--- src/rtl/shift_reg_univ.sv ---
// Universal WIDTH-bit shift register: hold/load/shift/rotate/ashr/clear, plus a multi-step shift engine.
// Optional: define SHIFT_REG_UNIV_PARITY_EN to add a registered even-parity output of q.
module shift_reg_univ #(
    parameter int WIDTH = 8,
    parameter int AW    = 4
) (
    input  logic             clk,
    input  logic             reset,
    input  logic             en,
    input  logic [2:0]       mode,
    input  logic [WIDTH-1:0] d,
    input  logic             sin_l,
    input  logic             sin_r,
    input  logic             start,
    input  logic [AW-1:0]    amt,
    output logic [WIDTH-1:0] q,
    output logic             sout_l,
    output logic             sout_r,
    output logic             busy,
    output logic             done
`ifdef SHIFT_REG_UNIV_PARITY_EN
    ,
    output logic             parity
`endif
);

    localparam logic [2:0] M_HOLD  = 3'b000;
    localparam logic [2:0] M_LOAD  = 3'b001;
    localparam logic [2:0] M_SHL   = 3'b010;
    localparam logic [2:0] M_SHR   = 3'b011;
    localparam logic [2:0] M_ROTL  = 3'b100;
    localparam logic [2:0] M_ROTR  = 3'b101;
    localparam logic [2:0] M_ASHR  = 3'b110;
    localparam logic [2:0] M_CLEAR = 3'b111;

    typedef enum logic {
        IDLE = 1'b0,
        RUN  = 1'b1
    } state_t;

    state_t            state_reg;
    logic [WIDTH-1:0]  q_reg;
    logic [WIDTH-1:0]  q_next;
    logic [AW-1:0]     count_reg;
    logic [2:0]        mode_reg;
    logic              busy_reg;
    logic              done_reg;

    logic [2:0]        step_mode;
    logic [WIDTH-1:0]  up_q;
    logic [WIDTH-1:0]  dn_q;
    logic [WIDTH-1:0]  step_q;
    logic              accept;

    // Only the shift/rotate family may launch the multi-step engine.
    assign accept    = (state_reg == IDLE) && start && (mode >= M_SHL) && (mode <= M_ASHR);
    assign step_mode = (state_reg == RUN) ? mode_reg : mode;

    // up_q moves bits toward the MSB, dn_q toward the LSB; the end bit depends on the mode.
    genvar gi;
    generate
        for (gi = 0; gi < WIDTH; gi++) begin : g_nbr
            if (gi == 0) begin : g_lsb
                assign up_q[gi] = (step_mode == M_ROTL) ? q_reg[WIDTH-1] : sin_l;
            end else begin : g_up
                assign up_q[gi] = q_reg[gi-1];
            end
            if (gi == WIDTH-1) begin : g_msb
                assign dn_q[gi] = (step_mode == M_ROTR) ? q_reg[0]
                                : (step_mode == M_ASHR) ? q_reg[WIDTH-1]
                                : sin_r;
            end else begin : g_dn
                assign dn_q[gi] = q_reg[gi+1];
            end
        end
    endgenerate

    always_comb begin
        step_q = q_reg;
        case (step_mode)
            M_HOLD:                 step_q = q_reg;
            M_LOAD:                 step_q = d;
            M_SHL, M_ROTL:          step_q = up_q;
            M_SHR, M_ROTR, M_ASHR:  step_q = dn_q;
            M_CLEAR:                step_q = '0;
            default:                step_q = q_reg;
        endcase
    end

    always_comb begin
        q_next = q_reg;
        if (state_reg == RUN) begin
            q_next = step_q;
        end else if (accept) begin
            if (amt != '0) begin
                q_next = step_q;
            end
        end else if (en) begin
            q_next = step_q;
        end
    end

`ifdef SHIFT_REG_UNIV_PARITY_EN
    logic parity_reg;
    assign parity = parity_reg;
`endif

    always_ff @(posedge clk) begin
        if (reset) begin
            state_reg <= IDLE;
            q_reg     <= '0;
            count_reg <= '0;
            mode_reg  <= M_HOLD;
            busy_reg  <= 1'b0;
            done_reg  <= 1'b0;
`ifdef SHIFT_REG_UNIV_PARITY_EN
            parity_reg <= 1'b0;
`endif
        end else begin
            q_reg    <= q_next;
            done_reg <= 1'b0;
`ifdef SHIFT_REG_UNIV_PARITY_EN
            parity_reg <= ^q_next;
`endif
            case (state_reg)
                IDLE: begin
                    if (accept) begin
                        mode_reg <= mode;
                        // The accepting edge already performs the first step.
                        if (amt > AW'(1)) begin
                            state_reg <= RUN;
                            busy_reg  <= 1'b1;
                            count_reg <= amt - AW'(1);
                        end else begin
                            done_reg <= 1'b1;
                        end
                    end
                end
                RUN: begin
                    count_reg <= count_reg - AW'(1);
                    if (count_reg == AW'(1)) begin
                        state_reg <= IDLE;
                        busy_reg  <= 1'b0;
                        done_reg  <= 1'b1;
                    end
                end
                default: begin
                    state_reg <= IDLE;
                    busy_reg  <= 1'b0;
                end
            endcase
        end
    end

    assign q      = q_reg;
    assign sout_l = q_reg[WIDTH-1];
    assign sout_r = q_reg[0];
    assign busy   = busy_reg;
    assign done   = done_reg;

endmodule

--- config.mk ---
export PLATFORM = sky130hd
export DESIGN_NAME = shift_reg_univ
export DESIGN_NICKNAME = d
export VERILOG_FILES = /design/src/rtl/shift_reg_univ.sv
export SDC_FILE = /design/constraint.sdc
export NUM_CORES = 1
export LEC_CHECK = 0
export ABC_AREA = 0
export CORE_AREA = 8 8 60 62
export DETAILED_ROUTE_END_ITERATION = 6
export DIE_AREA = 0 0 68 70
export PLACE_DENSITY = 0.78
export SYNTH_ARGS = -nofsm -noshare
export SYNTH_HDL_FRONTEND = slang
export SYNTH_SLANG_ARGS = --single-unit
--- constraint.sdc ---
create_clock -name clk -period 2.1 [get_ports clk]
set_input_delay 0.315 -clock clk [delete_from_list [all_inputs] [get_ports clk]]
set_output_delay 0.315 -clock clk [all_outputs]
set_load 0.02 [all_outputs]
==> results of run 1 <==
## cell families (layout without fill, tap and decap cells)
| kind of cell | after synthesis | count (layout) | share of synthesized area, % |
|---|---|---|---|
| DFF | 18 | 18 | 28.95 |
| adders and majority gates | 4 | 4 | 4.020 |
| muxes | 5 | 5 | 5.025 |
| xor gates and xnor gates | 5 | 5 | 3.517 |
| buffers and inverters | 22 | 69 | 8.140 |
| AOI/OAI and AO/OA | 52 | 52 | 33.47 |
| and+or+nand+nor | 41 | 41 | 16.89 |
## worst min-delay path, delay by kind of cell, from the launching register on
| kind | cells | cell delay, ns |
|---|---|---|
| compound gates | 1 | 0.06 |
| flops | 1 | 0.33 |
| simple gates | 1 | 0.06 |
## final cells by class
cell class	count	area, um^2	area share, %
sequential	18	360.3	20.82
inverter	15	56.30	3.254
timing repair buffer	50	455.4	26.32
clock buffer	4	36.28	2.097
multi-input combinational	107	783.3	45.26
tap	31	38.79	2.242
## through the flow
| stage | utilization (%) | cell area (um^2) | power, mW | hold WS, ns | std cells |
|---|---|---|---|---|---|
| 3_5_place_dp | 63.63 | 1694 | 0.9016 | 0.4649 | 221 |
| 6_report | 64.99 | 1730 | 1.113 | 0.4766 | 225 |
| 5_1_grt | 64.99 | 1730 | 1.183 | 0.4978 | 225 |
| 4_1_cts | 64.99 | 1730 | 1.120 | 0.4810 | 225 |
| 3_3_place_gp | 63.63 | 1694 | 0.8877 | 0.4419 | 221 |
| 2_1_floorplan | - | 1245 | 0.7058 | 0.4479 | 147 |
## final timing paths
path | start | to | slack, ns | cells past startpoint
worst max register to register | state_reg | q[5] | 0.22 | 6
worst min-delay path | busy | busy | 0.48 | 2
worst max-delay path | state_reg | q[5] | 0.22 | 6
worst min register to register | busy | busy | 0.48 | 2
## Yosys cell counts, drive strengths merged
library cell	number	area share, %
nor2b	4	2.0
nand3	10	4.0
and2	1	0.50
o211ai	1	0.60
inv	14	4.2
ha	4	4.0
o221a	4	3.6
xnor2	4	2.8
a22oi	1	0.60
buf	5	3.0
a21boi	1	1.5
clkinv	1	0.30
a32o	1	0.80
a21oi	8	3.2
nand2b	2	1.0
o211a	6	4.8
or4	1	0.60
or3b	1	0.70
mux2i	5	5.0
nand2	10	3.0
a31oi	5	3.7
nor2	6	1.8
xor2	1	0.70
or3	1	0.50
dfxtp	18	29
nor3	2	0.80
a311oi	2	1.9
o22ai	1	0.50
a221o	1	0.80
and3	1	0.90
o2111ai	7	5.4
o21ai	14	5.9
or2	2	1.0
clkbuf	2	0.60
## power by group through the flow
stage,Clock (mW),Sequential (mW),Combinational (mW)
2_1_floorplan,0,0.458,0.248
3_3_place_gp,0,0.442,0.446
3_5_place_dp,0,0.444,0.458
4_1_cts,0.223,0.436,0.461
5_1_grt,0.238,0.442,0.503
6_report,0.217,0.436,0.461
## metal layers
layer / vias up / routed length [um] / part of all wire, %
met4: 0 / 16 / 0.47
met2: 42 / 1675 / 50
li1: 643 / - / -
met1: 600 / 1447 / 43
met3: 2 / 233 / 6.9
met5: - / 0 / 0
==> metrics.md, run 1 <==
| Metric | Value |
|---|---|
| Status | completed |
| Pre-CTS WS | -0.005666 ns |
| N_diodes | 0 |
| Initial Utilization | 46.76% |
| Antenna violations before repair | 0 |
| PostCTS Resize Cnt | 0 |
| Final setup fails | 0 |
| Cell count after synthesis | 147 |
| Max stage delay on crit path | 0.64 ns |
| Number of remaining DRC errors | 0 |
| Seq/Total Area, Yosys | 28.94% |
| IO Port Bufs | 32 |
| Slew headroom | 67.55% |
| Routed vias/inst | around 5.7 |
| Total grt overflow | 0 |
| Worst Path Max Fanout | 10 |
| Fillcell total | 232 |
| # hold bufs at CTS | 0 |
| M2 GR Usage | 24.01% |
| Wire length per cell | 14.99 um |
| TritonRoute pass-1 iters | 4 |
| Worst Tran Pin Value | slightly below 0.5 ns |
| Synth cell types | 44 |
| Crit start category | flop |
| TritonCTS Buffers | 3 |
| Hold crit path type | reg -> reg |
| Largest net degree at the start of global routing | 18 |
| Clk pwr share | 19.5% |
| Max-slew violation total from the final report | 0 |
| Critical path endpoint category | flop |
| Cell Int Power | 0.7250 mW |
| Setup CP Type | reg -> reg |
| Flop pwr share | 39.1% |
| Max Fclk | 532.8 MHz |
| Period utilization | 89.37% |
| Die W | between 60 and 70 um |
| GPL Wtd Cong | ~0.9 |
| CTS root buf | clkbuf_4 |
| CP cell instances | mux2i_1, xor2_1, o21ai_1, buf_4, o2111ai_1, o211a_1 |
| CTS clk-pin slew, worst paths | about 0.11 ns |
| Layout cell share with drive strength beyond 1 | 17.01% |
| Drt total wl | 3372 um |
| Most frequent cells in the layout | clkdlybuf4s50_1 (32), dfxtp_1 (18), buf_4 (18), inv_1 (14), o21ai_0 (12) |
| CTS Buffer Depth | 2 |
| Mean post-synth cell area | ~8.5 um^2 |
| Global Route met1 Usage | between 15 and 20% |
| Total number of yosys warnings | 0 |
| M3 GR Usage | about 3.7% |
| CTS tree | yes |
| Area growth syn-to-layout | 39.00% |
| PD cells | 643.0 mW/mm^2 |
| Post-CTS setup buffer count | 0 |
| Critical path's top delay family | flip-flops |
| Core area | 0.002663 mm^2 |
| Commonest non-fill, non-tap cell in the layout | clkdlybuf4s50_1 |
| CTS Sinks | 18 |
| Maximum vdd drop | 0.0004717 V |
| NetSw | 0.3877 mW |
| Crit path required time | 2.34 ns |
| Row count | 19 |
| Routed Antenna Nets | 0 |
| Setup TNS | 0 ns |
| Post-synthesis cell area | 0.001245 mm^2 |
| 1st-iter DRT viols | around 110 |
| Global-route wire length before repair | roughly 5700 um |
| Final worst clock skew | 0.003486 ns |
| Comb power frac | 41.4% |
| Via Count | roughly 1,300 |
| Clock insertion delay at the later pin of the skew report | 0.29 ns |
| Final Critical Period | 1.877 ns |
| Switching Fraction | approximately a third |
| Crit path DAT | about 2.1 ns |
| RSZ-0062 raised after global routing | no |
| Final Hold Fails | 0 |
| Setup WS post-layout | between 0.2 and 0.25 ns |
| Highest-delay cell along the critical path | dfxtp_1 |
| # H-tree levels | 1 |
| Leakage | 0.7007 nW |
| Number of max-cap violations | 0 |
| Register bit count reported by yosys | 18 |
| Worst Path Buf+Inv | 1 |
| NumNets Final | 220 |
| Largest register FFs | 8 |
| Vias in the first global route | 1,337 |
| Die Span Y | around 70 um |
| Die Area | 0.004760 mm^2 |
| Final HPWL DP | 2690 um |
| All-layer global routing usage | between 10 and 15% |
| # IOs | 33 |
| GRT Max-Usage Layer | met2 |
| Syn Nets | 172 |
Power figures use the tool's default switching activity.
==> run 2, diff against run 1 <==
- ABC_CLOCK_PERIOD_IN_PS: not set -> 2100
- CAP_MARGIN: not set -> 20
- CORE_AREA: 8 8 60 62 -> 8 8 56 67
- DIE_AREA: 0 0 68 70 -> 0 0 64 75
- PLACE_DENSITY: 0.78 -> 0.77
==> run 2 against run 1 <==
Net effect: non-clock buffer count down 4; highest routed layer unchanged; critical path depth is the same; critical endpoint is now q[3]; via count shrank 1.8%; sequential share of layout area rose by 0.38 points; clock skew increased by 0.0018 ns; setup slack gained 0.083 ns; sequential power hardly changed; combinational power is 4% lower; count of clock-buffer cells in the layout unchanged.
==> metrics.md, run 2 (same netlist as run 1, synthesis figures left out) <==
| Metric | Value |
|---|---|
| Via Count | 1,264 (-1.8%) |
| Worst r2r src | state_reg |
| Crit path DAT | 2.04 ns (-0.08 ns) |
| 1st-iter DRT viols | 60 (-46%) |
| Total grt overflow | 0 (unchanged) |
| Global-route wire length before repair | 5568 um (-1.8%) |
| Final Hold Fails | 0 (unchanged) |
| # H-tree levels | 1 (unchanged) |
| Setup TNS | 0 ns (unchanged) |
| CTS tree | yes |
| Hold Path Origin | busy |
| Routed vias/inst | 5.643 (-1.3%) |
| Setup CP Type | reg -> reg |
| Die W | 64 um (-5.9%) |
| Routed Antenna Nets | 0 (unchanged) |
| Worst Path Max Fanout | 16 (+6) |
| Period utilization | 85.43% (-3.9 points) |
| Worst Reg-to-Reg Cells | 6 (unchanged) |
| Area growth syn-to-layout | 36.99% |
| Hold crit path type | reg -> reg |
| Most frequent cells in the layout | clkdlybuf4s50_1 (32), dfxtp_1 (17), inv_1 (14), buf_4 (14), o21ai_0 (12) |
| PostCTS Resize Cnt | 0 (unchanged) |
| Max Fclk | 557.4 MHz (+4.6%) |
| All-layer global routing usage | 14.13% (-0.33 points) |
| # hold bufs at CTS | 0 (unchanged) |
| CTS Sinks | 18 (unchanged) |
| Max-slew violation total from the final report | 0 (unchanged) |
| Vias in the first global route | 1,278 (-4.4%) |
| CTS Buffer Depth | 2 (unchanged) |
| Leakage | 0.6815 nW (-2.7%) |
| Post-route cell area | 0.001705 mm^2 (-1.4%) |
| Final Critical Period | 1.794 ns (-0.08284 ns) |
| Post-CTS setup buffer count | 0 (unchanged) |
| Crit start category | flop |
| Number of max-cap violations | 0 (unchanged) |
| CTS clk-pin slew, worst paths | 0.11 ns (about the same) |
| IO Port Bufs | 32 (unchanged) |
| Commonest non-fill, non-tap cell in the layout | clkdlybuf4s50_1 |
| NumNets Final | 216 (-1.8%) |
| Number of remaining DRC errors | 0 (unchanged) |
| Initial Utilization | 46.00% (-0.76 points) |
| Reg2Reg Setup Slack | 0.31 ns (+0.08 ns) |
| TritonCTS Buffers | 3 (unchanged) |
| Hold depth | 2 (unchanged) |
| Final HPWL DP | 2650 um (-1.5%) |
| Maximum vdd drop | 0.0003808 V (-19%) |
| PD cells | 643.0 mW/mm^2 (about the same) |
| N_diodes | 0 (unchanged) |
| Wire length per cell | 14.69 um (-2.0%) |
| Crit path required time | 2.35 ns (about the same) |
| Final setup fails | 0 (unchanged) |
| CTS root buf | clkbuf_4 |
| Antenna violations before repair | 0 (unchanged) |
| TritonRoute pass-1 iters | 4 (unchanged) |
| Largest net degree at the start of global routing | 18 (unchanged) |
| Max stage delay on crit path | 0.56 ns (-0.08 ns) |
| Drt total wl | 3291 um (-2.4%) |
| CP Launch Point | state_reg |
| Status | completed |
| Hold EP | busy |
| Slew headroom | 72.09% (+4.5 points) |
| Final worst clock skew | 0.005243 ns (+0.001756 ns) |
| # IOs | 33 (unchanged) |
| GPL Wtd Cong | 0.7754 (-12%) |
| CP cell instances | mux2i_1, xor2_1, o21ai_1, buf_4, o2111ai_1, o211a_1 |
| Die Span Y | 75 um (+7.1%) |
| Row count | 21 (+2) |
| Core area | 0.002706 mm^2 (+1.6%) |
| Worst Tran Pin Value | 0.4187 ns (-0.06747 ns) |
| Dpl cell area | 0.001668 mm^2 (-1.6%) |
| RSZ-0062 raised after global routing | no |
| Critical path endpoint category | flop |
| Die Area | 0.004800 mm^2 (+0.84%) |
| Clock insertion delay at the later pin of the skew report | 0.30 ns (about the same) |
| Layout cell share with drive strength beyond 1 | 15.79% (-1.2 points) |
| Highest-delay cell along the critical path | dfxtp_2 |
| Crit Reg-Reg Endpoint | q[3] |
| Largest register FFs | 8 (unchanged) |
## run 2: layout make-up
cell class	count	area, um^2
clock buffer	4	36.28
fill	240	1001
inverter	15	56.30
multi-input combinational	107	783.3
sequential	18	361.6
tap	34	42.54
timing repair buffer	46	425.4
## run 2: worst max path at each step
stage            to  slack, ns  cells past startpoint
2_1_floorplan  q[0]       0.42                      6
3_3_place_gp   q[0]       0.02                      6
3_5_place_dp   q[0]     -0.003                      6
4_1_cts        q[3]       0.07                      6
5_1_grt        q[5]       0.20                      6
6_report       q[3]       0.31                      6
## run 2: metrics by stage
step | total power, mW | setup slack [ns] | util [%] | cells | hold slack (ns)
2_1_floorplan | 0.7058 | 0.4151 | - | 147 | 0.4479
3_3_place_gp | 0.8795 | 0.02497 | 61.63 | 220 | 0.4571
3_5_place_dp | 0.8902 | -0.003420 | 61.63 | 220 | 0.4550
4_1_cts | 1.110 | 0.07131 | 62.97 | 224 | 0.4699
5_1_grt | 1.172 | 0.1962 | 63.01 | 224 | 0.4975
6_report | 1.097 | 0.3060 | 63.01 | 224 | 0.4698
## run 2: per-layer routing
metal	part of all wire, %	track usage [%]	up-vias
li1	-	-	629
met1	40	14.57	581
met2	51	25.25	43
met3	5.9	4.167	11
met4	3.1	7.940	0
met5	0	0	-
## run 2: worst max-delay path, delay by kind of cell, from the launching register on
kind | cells | cell delay (ns)
buffers and inverters | 1 | 0.17
muxes | 1 | 0.38
AOI/OAI and AO/OA | 3 | 0.45
xor gates and xnor gates | 1 | 0.18
DFF | 1 | 0.56
## run 2: power breakdown
group	switching, mW	total (mW)	internal, mW
logic	0.215	0.442	0.227
registers	0.0546	0.439	0.384
clock network	0.110	0.215	0.106
total	0.380	1.10	0.717
